<file path="src/rtl/dsp_peak_meter_multi.sv">
// Multi-channel audio peak meter. It captures per-frame absolute peaks and
// clip flags, applies peak-hold with programmable hold time and shift-based
// decay, and supports a lock mode that freezes the displayed values while
// accumulation continues.
module dsp_peak_meter_multi #(
  parameter int CHN         = 2,
  parameter int WS          = 16,
  parameter int HOLD_FRAMES = 8,
  parameter int DECAY_SHIFT = 3
) (
  input  logic                   iCLK,
  input  logic                   iRST_N,
  input  logic                   iSAMPLE_STB,
  input  logic [CHN*WS-1:0]      iSAMPLES,
  input  logic                   iFRAME,
  input  logic                   iLOCK,
  output logic [CHN*(WS-1)-1:0]  oPEAK,
  output logic [CHN*(WS-1)-1:0]  oHOLD,
  output logic [CHN-1:0]         oCLIP,
  output logic                   oFRAME_STB
);

  localparam int MW = WS - 1;
  localparam int CW = (HOLD_FRAMES < 1) ? 1 : $clog2(HOLD_FRAMES + 1);
  localparam logic [CW-1:0] HOLD_INIT = CW'(HOLD_FRAMES);
  localparam logic [MW-1:0] MAG_ONE   = {{(MW-1){1'b0}}, 1'b1};
  localparam logic [MW-1:0] MAG_ZERO  = {MW{1'b0}};

  logic r_fs1, r_fs2, r_fs3;
  logic r_stb;
  logic w_evt;
  logic w_upd;

  // Frame events are rising edges of the synchronised frame sync; a locked
  // event is ignored for output purposes.
  assign w_evt = r_fs2 & ~r_fs3;
  assign w_upd = w_evt & ~iLOCK;
  assign oFRAME_STB = r_stb;

  // Two-flop synchroniser plus edge-detect delay; preset high so a sync that
  // is already high at reset release is not seen as an edge.
  always_ff @(posedge iCLK or negedge iRST_N) begin
    if (!iRST_N) begin
      r_fs1 <= 1'b1;
      r_fs2 <= 1'b1;
      r_fs3 <= 1'b1;
    end else begin
      r_fs1 <= iFRAME;
      r_fs2 <= r_fs1;
      r_fs3 <= r_fs2;
    end
  end

  // Output-valid strobe, high for the cycle after each unlocked update.
  always_ff @(posedge iCLK or negedge iRST_N) begin
    if (!iRST_N) begin
      r_stb <= 1'b0;
    end else begin
      r_stb <= w_upd;
    end
  end

  for (genvar c = 0; c < CHN; c++) begin : g_ch
    logic [WS-1:0] w_x;
    logic [MW-1:0] w_abs;
    logic [MW-1:0] w_p;
    logic [MW-1:0] w_shr;
    logic [MW-1:0] w_step;
    logic [MW-1:0] w_dec;
    logic [MW-1:0] w_hold_nxt;
    logic [CW-1:0] w_cnt_nxt;
    logic          w_clip;
    logic          w_pclip;
    logic [MW-1:0] r_acc;
    logic [MW-1:0] r_peak;
    logic [MW-1:0] r_hold;
    logic [CW-1:0] r_cnt;
    logic          r_clipacc;
    logic          r_clip;

    assign w_x = iSAMPLES[c*WS +: WS];

    // Magnitude in WS-1 bits; the most negative code saturates to full scale.
    assign w_abs = !w_x[WS-1]                 ? w_x[MW-1:0] :
                   (w_x[MW-1:0] == MAG_ZERO)  ? {MW{1'b1}}  :
                   (~w_x[MW-1:0] + MAG_ONE);

    assign w_clip  = (w_x == {1'b0, {MW{1'b1}}}) || (w_x == {1'b1, {MW{1'b0}}});

    // Running max including a sample arriving in this very cycle.
    assign w_p     = (iSAMPLE_STB && (w_abs > r_acc)) ? w_abs : r_acc;
    assign w_pclip = r_clipacc | (iSAMPLE_STB & w_clip);

    // Decay step is a fraction of the held value but never less than one.
    assign w_shr  = r_hold >> DECAY_SHIFT;
    assign w_step = (w_shr == MAG_ZERO) ? MAG_ONE : w_shr;
    assign w_dec  = (r_hold > w_step) ? (r_hold - w_step) : MAG_ZERO;

    // Hold/decay decision for the next frame event.
    always_comb begin
      w_hold_nxt = r_hold;
      w_cnt_nxt  = r_cnt;
      if (w_p >= r_hold) begin
        w_hold_nxt = w_p;
        w_cnt_nxt  = HOLD_INIT;
      end else if (r_cnt != {CW{1'b0}}) begin
        w_cnt_nxt  = r_cnt - CW'(1'b1);
      end else begin
        w_hold_nxt = (w_dec > w_p) ? w_dec : w_p;
      end
    end

    // Per-channel accumulation and frame-boundary publication.
    always_ff @(posedge iCLK or negedge iRST_N) begin
      if (!iRST_N) begin
        r_acc     <= MAG_ZERO;
        r_clipacc <= 1'b0;
        r_peak    <= MAG_ZERO;
        r_clip    <= 1'b0;
        r_hold    <= MAG_ZERO;
        r_cnt     <= {CW{1'b0}};
      end else if (w_upd) begin
        r_peak    <= w_p;
        r_clip    <= w_pclip;
        r_acc     <= MAG_ZERO;
        r_clipacc <= 1'b0;
        r_hold    <= w_hold_nxt;
        r_cnt     <= w_cnt_nxt;
      end else if (iSAMPLE_STB) begin
        r_acc     <= w_p;
        r_clipacc <= w_pclip;
      end
    end

    assign oPEAK[c*MW +: MW] = r_peak;
    assign oHOLD[c*MW +: MW] = r_hold;
    assign oCLIP[c]          = r_clip;
  end

endmodule
</file>
<file path="config.mk">
export PLATFORM = sky130hd
export DESIGN_NAME = dsp_peak_meter_multi
export DESIGN_NICKNAME = d
export VERILOG_FILES = /design/src/rtl/dsp_peak_meter_multi.sv
export SDC_FILE = /design/constraint.sdc
export NUM_CORES = 1
export LEC_CHECK = 0
export BUFFER_PORTS_ARGS = -buffer_cell sky130_fd_sc_hd__buf_4
export CORE_MARGIN = 4
export CORE_UTILIZATION = 67
export CTS_BUF_LIST = sky130_fd_sc_hd__clkbuf_4
export CTS_CLUSTER_DIAMETER = 100
export DETAILED_ROUTE_END_ITERATION = 8
export GPL_ROUTABILITY_DRIVEN = 0
export GPL_TIMING_DRIVEN = 0
export PLACE_DENSITY = 0.91
export SLEW_MARGIN = 30
export SYNTH_ARGS = -nofsm -noshare
export SYNTH_HDL_FRONTEND = slang
export SYNTH_SLANG_ARGS = --single-unit
</file>
<file path="constraint.sdc">
create_clock -name iCLK -period 8.1 [get_ports iCLK]
set_input_delay 0.81 -clock iCLK [delete_from_list [all_inputs] [get_ports iCLK]]
set_output_delay 0.81 -clock iCLK [all_outputs]
set_load 0.01 [all_outputs]
</file>
==> summary.md <==
| Metric | Value |
|---|---|
| Vias in the first global route | 8441 |
| Worst setup path category | input port to flip-flop |
| Clk Tree Root Cell | clkbuf_4 |
| Die footprint | 15700 sq um |
| WP data arrival | 7.28 ns |
| Mux share of post-synthesis cell area | 4.09% |
| Final Hold Viols | 0 |
| Routed wire length | 25000 microns |
| RSZ-0062 raised after global routing | no |
| TritonCTS clock tree | done |
| Worst Tran Pin Value | 0.848 ns |
| Compound-Gate Fraction of Synth Area | 20.2% |
| I/O Buffers | 98 |
| Layout net count | 1383 |
| Async S/R FF share, synth | 100% |
| Yosys warns | 0 |
| Die width | 125 microns |
| Syn Inst Count | 1114 |
| Crit. End Element | flip-flop |
| Seq cells post-synth | 106 |
| Final setup viols | 0 |
| Final setup TNS | 0 ns |
| WL/cell | 17.8 microns |
| Post-synth EDFFs | 0 |
| Drt drc | 0 |
| Drt pass-1 iters | 8 |
| Via density | 6.34 |
| Synth Area in Adders | 16.8% |
| Sequential share of the synthesized area | 28.8% |
| Clock Tree Buf Depth | 2 |
| Min-Delay Path Class | flip-flop to flip-flop |
| Crit-path cells | buf_4 > nor3_1 > nand4_1 > or3_1 > clkbuf_1 > buf_6 > and2_1 > ha_1 > nand3b_1 > a21oi_1 > o31ai_1 > a21oi_2 > clkbuf_1 > mux2_2 > inv_1 > ha_1 > a21oi_1 > o21ai_0 > or4_1 > o21ai_0 > or2_2 > clkbuf_1 > o211ai_1 > a31oi_1 |
| First-iteration detailed-routing DRC count | 931 |
| Worst path buffer plus inverter count | 6 |
| Max Fclk | 0.146 GHz |
| Die H | 125 microns |
| Tmin final | 6.85 ns |
| Num CTS Buffers | 9 |
| Mapped Nets | 1274 |
| Main combinational cell family by area after synthesis | compound AO/OA/AOI/OAI gates |
| Clock edge transition at the registers on the reported setup and hold paths | 0.18 ns |
| Clock skew | 0.0217 ns |
| Core Area | 13300 sq um |
| H-tree levels | 3 |
| Post-CTS Hold Fix Bufs | 0 |
| Number of setup buffers added after CTS | 0 |
| Simple-gate share of the synthesized area | 18.7% |
| Slowest CP cell | a21oi_2 |
| PostCTS Resize Cnt | 0 |
| Final period util | 84.5% |
| Worst slew margin | 43.4% |
| First-pass GRT wire length | 41300 microns |
| Rows | 42 |
| Routed Antenna Nets | 0 |
| Clock sinks | 106 |
| CP peak stage delay | 0.52 ns |
| Worst hold path depth | 0 |
| Synth unique cells | 75 |
| CP Launch Type | input port |
| Largest delay share family, worst path | simple AND/OR/NAND/NOR gates |
| Grt total ovfl | 0 |
| Area Overhead vs Synth | 11.7% |
| Vias | 8891 |
| Max Cap Viol | 0 |
| Critical path data required time | 8.54 ns |
| # IOs | 100 |
| Initial Util | 69.2% |
| Syn_area_per_cell | 8.29 sq um |
| Cell mode on critical path | clkbuf_1 |
| Share of cells above drive strength 1 | 13.9% |
| Largest net degree at the start of global routing | 107 |
| CP Max Fanout | 10 |
| R2R cell count | 23 |
| Main synth FF type | dfrtp_1 |
| Mapped cell area | 9240 sq um |
| Initial antenna violation count | 0 |
| Max-slew violations | 0 |
| Clk_lat worst skew | 0.51 ns |
| GRT Util Overall | 31.5% |
| WP depth | 24 |
| Outcome | complete, no violations |
| Final HPWL DP | 19500 microns |
| Synth Area in XOR/XNOR | 4.08% |
| Diode count | 0 |
==> state kept, by name, indices dropped and copies added, names as in the netlist <==
| signal | flops |
|---|---|
| g_ch.r_peak | 30 |
| r_fs2 | 1 |
| g_ch.r_hold | 30 |
| g_ch.r_acc | 30 |
| r_fs1 | 1 |
| g_ch.r_clip | 2 |
| oFRAME_STB | 1 |
| g_ch.r_clipacc | 2 |
| g_ch.r_cnt | 8 |
| r_fs3 | 1 |
==> per-layer routing <==
metal  up-vias  track usage [%]  share of wire (%)
met5         -                0                  0
li1       4183                -                  -
met4         0             10.2                2.4
met3        55             6.91                9.7
met1      4184             44.7                 43
met2       469             48.1                 44
==> cell type report <==
| class | instances | area (sq um) |
|---|---|---|
| fill | 961 | 3030 |
| sequential | 106 | 2660 |
| clock inverter | 6 | 47.5 |
| timing repair buffer | 98 | 742 |
| multi-input combinational | 836 | 5910 |
| buffer | 41 | 180 |
| inverter | 131 | 492 |
| clock buffer | 9 | 67.6 |
| tap | 176 | 220 |
==> cell usage after synthesis, drive strengths merged, types with 6 or more instances <==
master / number / area share (%)
a31oi: 14 / 1.1
mux2: 16 / 2.0
nand4: 32 / 2.2
a21oi: 73 / 4.1
inv: 130 / 5.3
buf: 10 / 0.69
a211oi: 6 / 0.49
and2: 17 / 1.2
clkbuf: 31 / 1.3
a22oi: 14 / 1.1
nor3: 18 / 0.98
dfrtp: 103 / 28
nor2: 85 / 3.5
o21a: 15 / 1.2
o211ai: 9 / 0.73
nor4: 9 / 0.77
ha: 121 / 16
a21o: 12 / 0.98
mux2i: 16 / 2.1
or3: 10 / 0.79
a41oi: 7 / 0.66
or4: 8 / 0.81
o31ai: 9 / 0.73
o41ai: 10 / 0.95
nand2b: 9 / 0.61
nand2: 109 / 4.4
xnor2: 22 / 2.1
xor2: 21 / 2.0
o21ai: 81 / 4.6
nand3: 34 / 1.8
==> kinds of logic (layout without fill, tap and decap cells) <==
| group | after synthesis | count (layout) |
|---|---|---|
| flip-flops | 106 | 106 |
| XOR/XNOR | 43 | 43 |
| adder cells (fa/ha/maj) | 123 | 123 |
| AND/OR/NAND/NOR | 352 | 352 |
| buffers and inverters | 172 | 285 |
| multiplexers | 32 | 32 |
| AO/OA/AOI/OAI | 286 | 286 |
==> worst reg2reg max path, stage by stage (launching register included) <==
cell      delay [ns]
dfrtp_1         0.41
clkbuf_1        0.23
nor3_1          0.64
nand3_1         0.18
nand2_1         0.10
ha_1            0.17
inv_1           0.06
fa_1            0.42
a211oi_1        0.29
o21ai_0         0.22
a31o_2          0.29
a21oi_1         0.39
nand3_1         0.20
xnor2_1         0.24
nor2_1          0.09
ha_1            0.35
a21oi_1         0.14
o21ai_0         0.11
or4_1           0.50
o21ai_0         0.48
or2_2           0.25
clkbuf_1        0.48
o211ai_1        0.28
a31oi_1         0.23
==> path summary, 6_finish.rpt <==
path	end	from	slack (ns)
worst max-delay path	g_ch[0].r_hold[0]$_DFFE_PN0P_	iSAMPLES[7]	1.25
worst min register to register	r_fs2$_DFF_PN1_	r_fs1$_DFF_PN1_	0.37
worst max register to register	g_ch[0].r_hold[0]$_DFFE_PN0P_	g_ch[0].r_hold[12]$_DFFE_PN0P_	1.28
max in group asynchronous	g_ch[0].r_acc[0]$_DFFE_PN0P_	iRST_N	7.14
min in group asynchronous	g_ch[1].r_hold[8]$_DFFE_PN0P_	iRST_N	0.39
worst min-delay path	r_fs2$_DFF_PN1_	r_fs1$_DFF_PN1_	0.37
==> per-stage QoR <==
stage / hold slack (ns) / setup slack [ns] / utilization [%] / instance area [sq um] / cells
2_1_floorplan: 0.345 / 2.11 / - / 9240 / 1114
3_3_place_gp: 0.346 / 1.02 / 76.4 / 10200 / 1388
3_5_place_dp: 0.349 / 0.942 / 76.4 / 10200 / 1388
4_1_cts: 0.371 / 1.42 / 77.3 / 10300 / 1403
5_1_grt: 0.372 / 1.00 / 77.3 / 10300 / 1403
6_report: 0.370 / 1.25 / 77.3 / 10300 / 1403
==> layout by cell type, fill, tap and decap left out, drive strengths merged, types with 15 or more instances in the layout <==
| cell | n |
|---|---|
| nand3 | 34 |
| dfrtp | 103 |
| mux2 | 16 |
| nor2 | 85 |
| clkbuf | 41 |
| inv | 133 |
| buf | 107 |
| nand2 | 109 |
| and2 | 17 |
| mux2i | 16 |
| xnor2 | 22 |
| nor3 | 18 |
| nand4 | 32 |
| o21a | 15 |
| ha | 121 |
| o21ai | 81 |
| xor2 | 21 |
| a21oi | 73 |
Power is left out: the tool's default activity adds up to more than one toggle a clock period on the data nets, which glitch-free logic cannot reach.
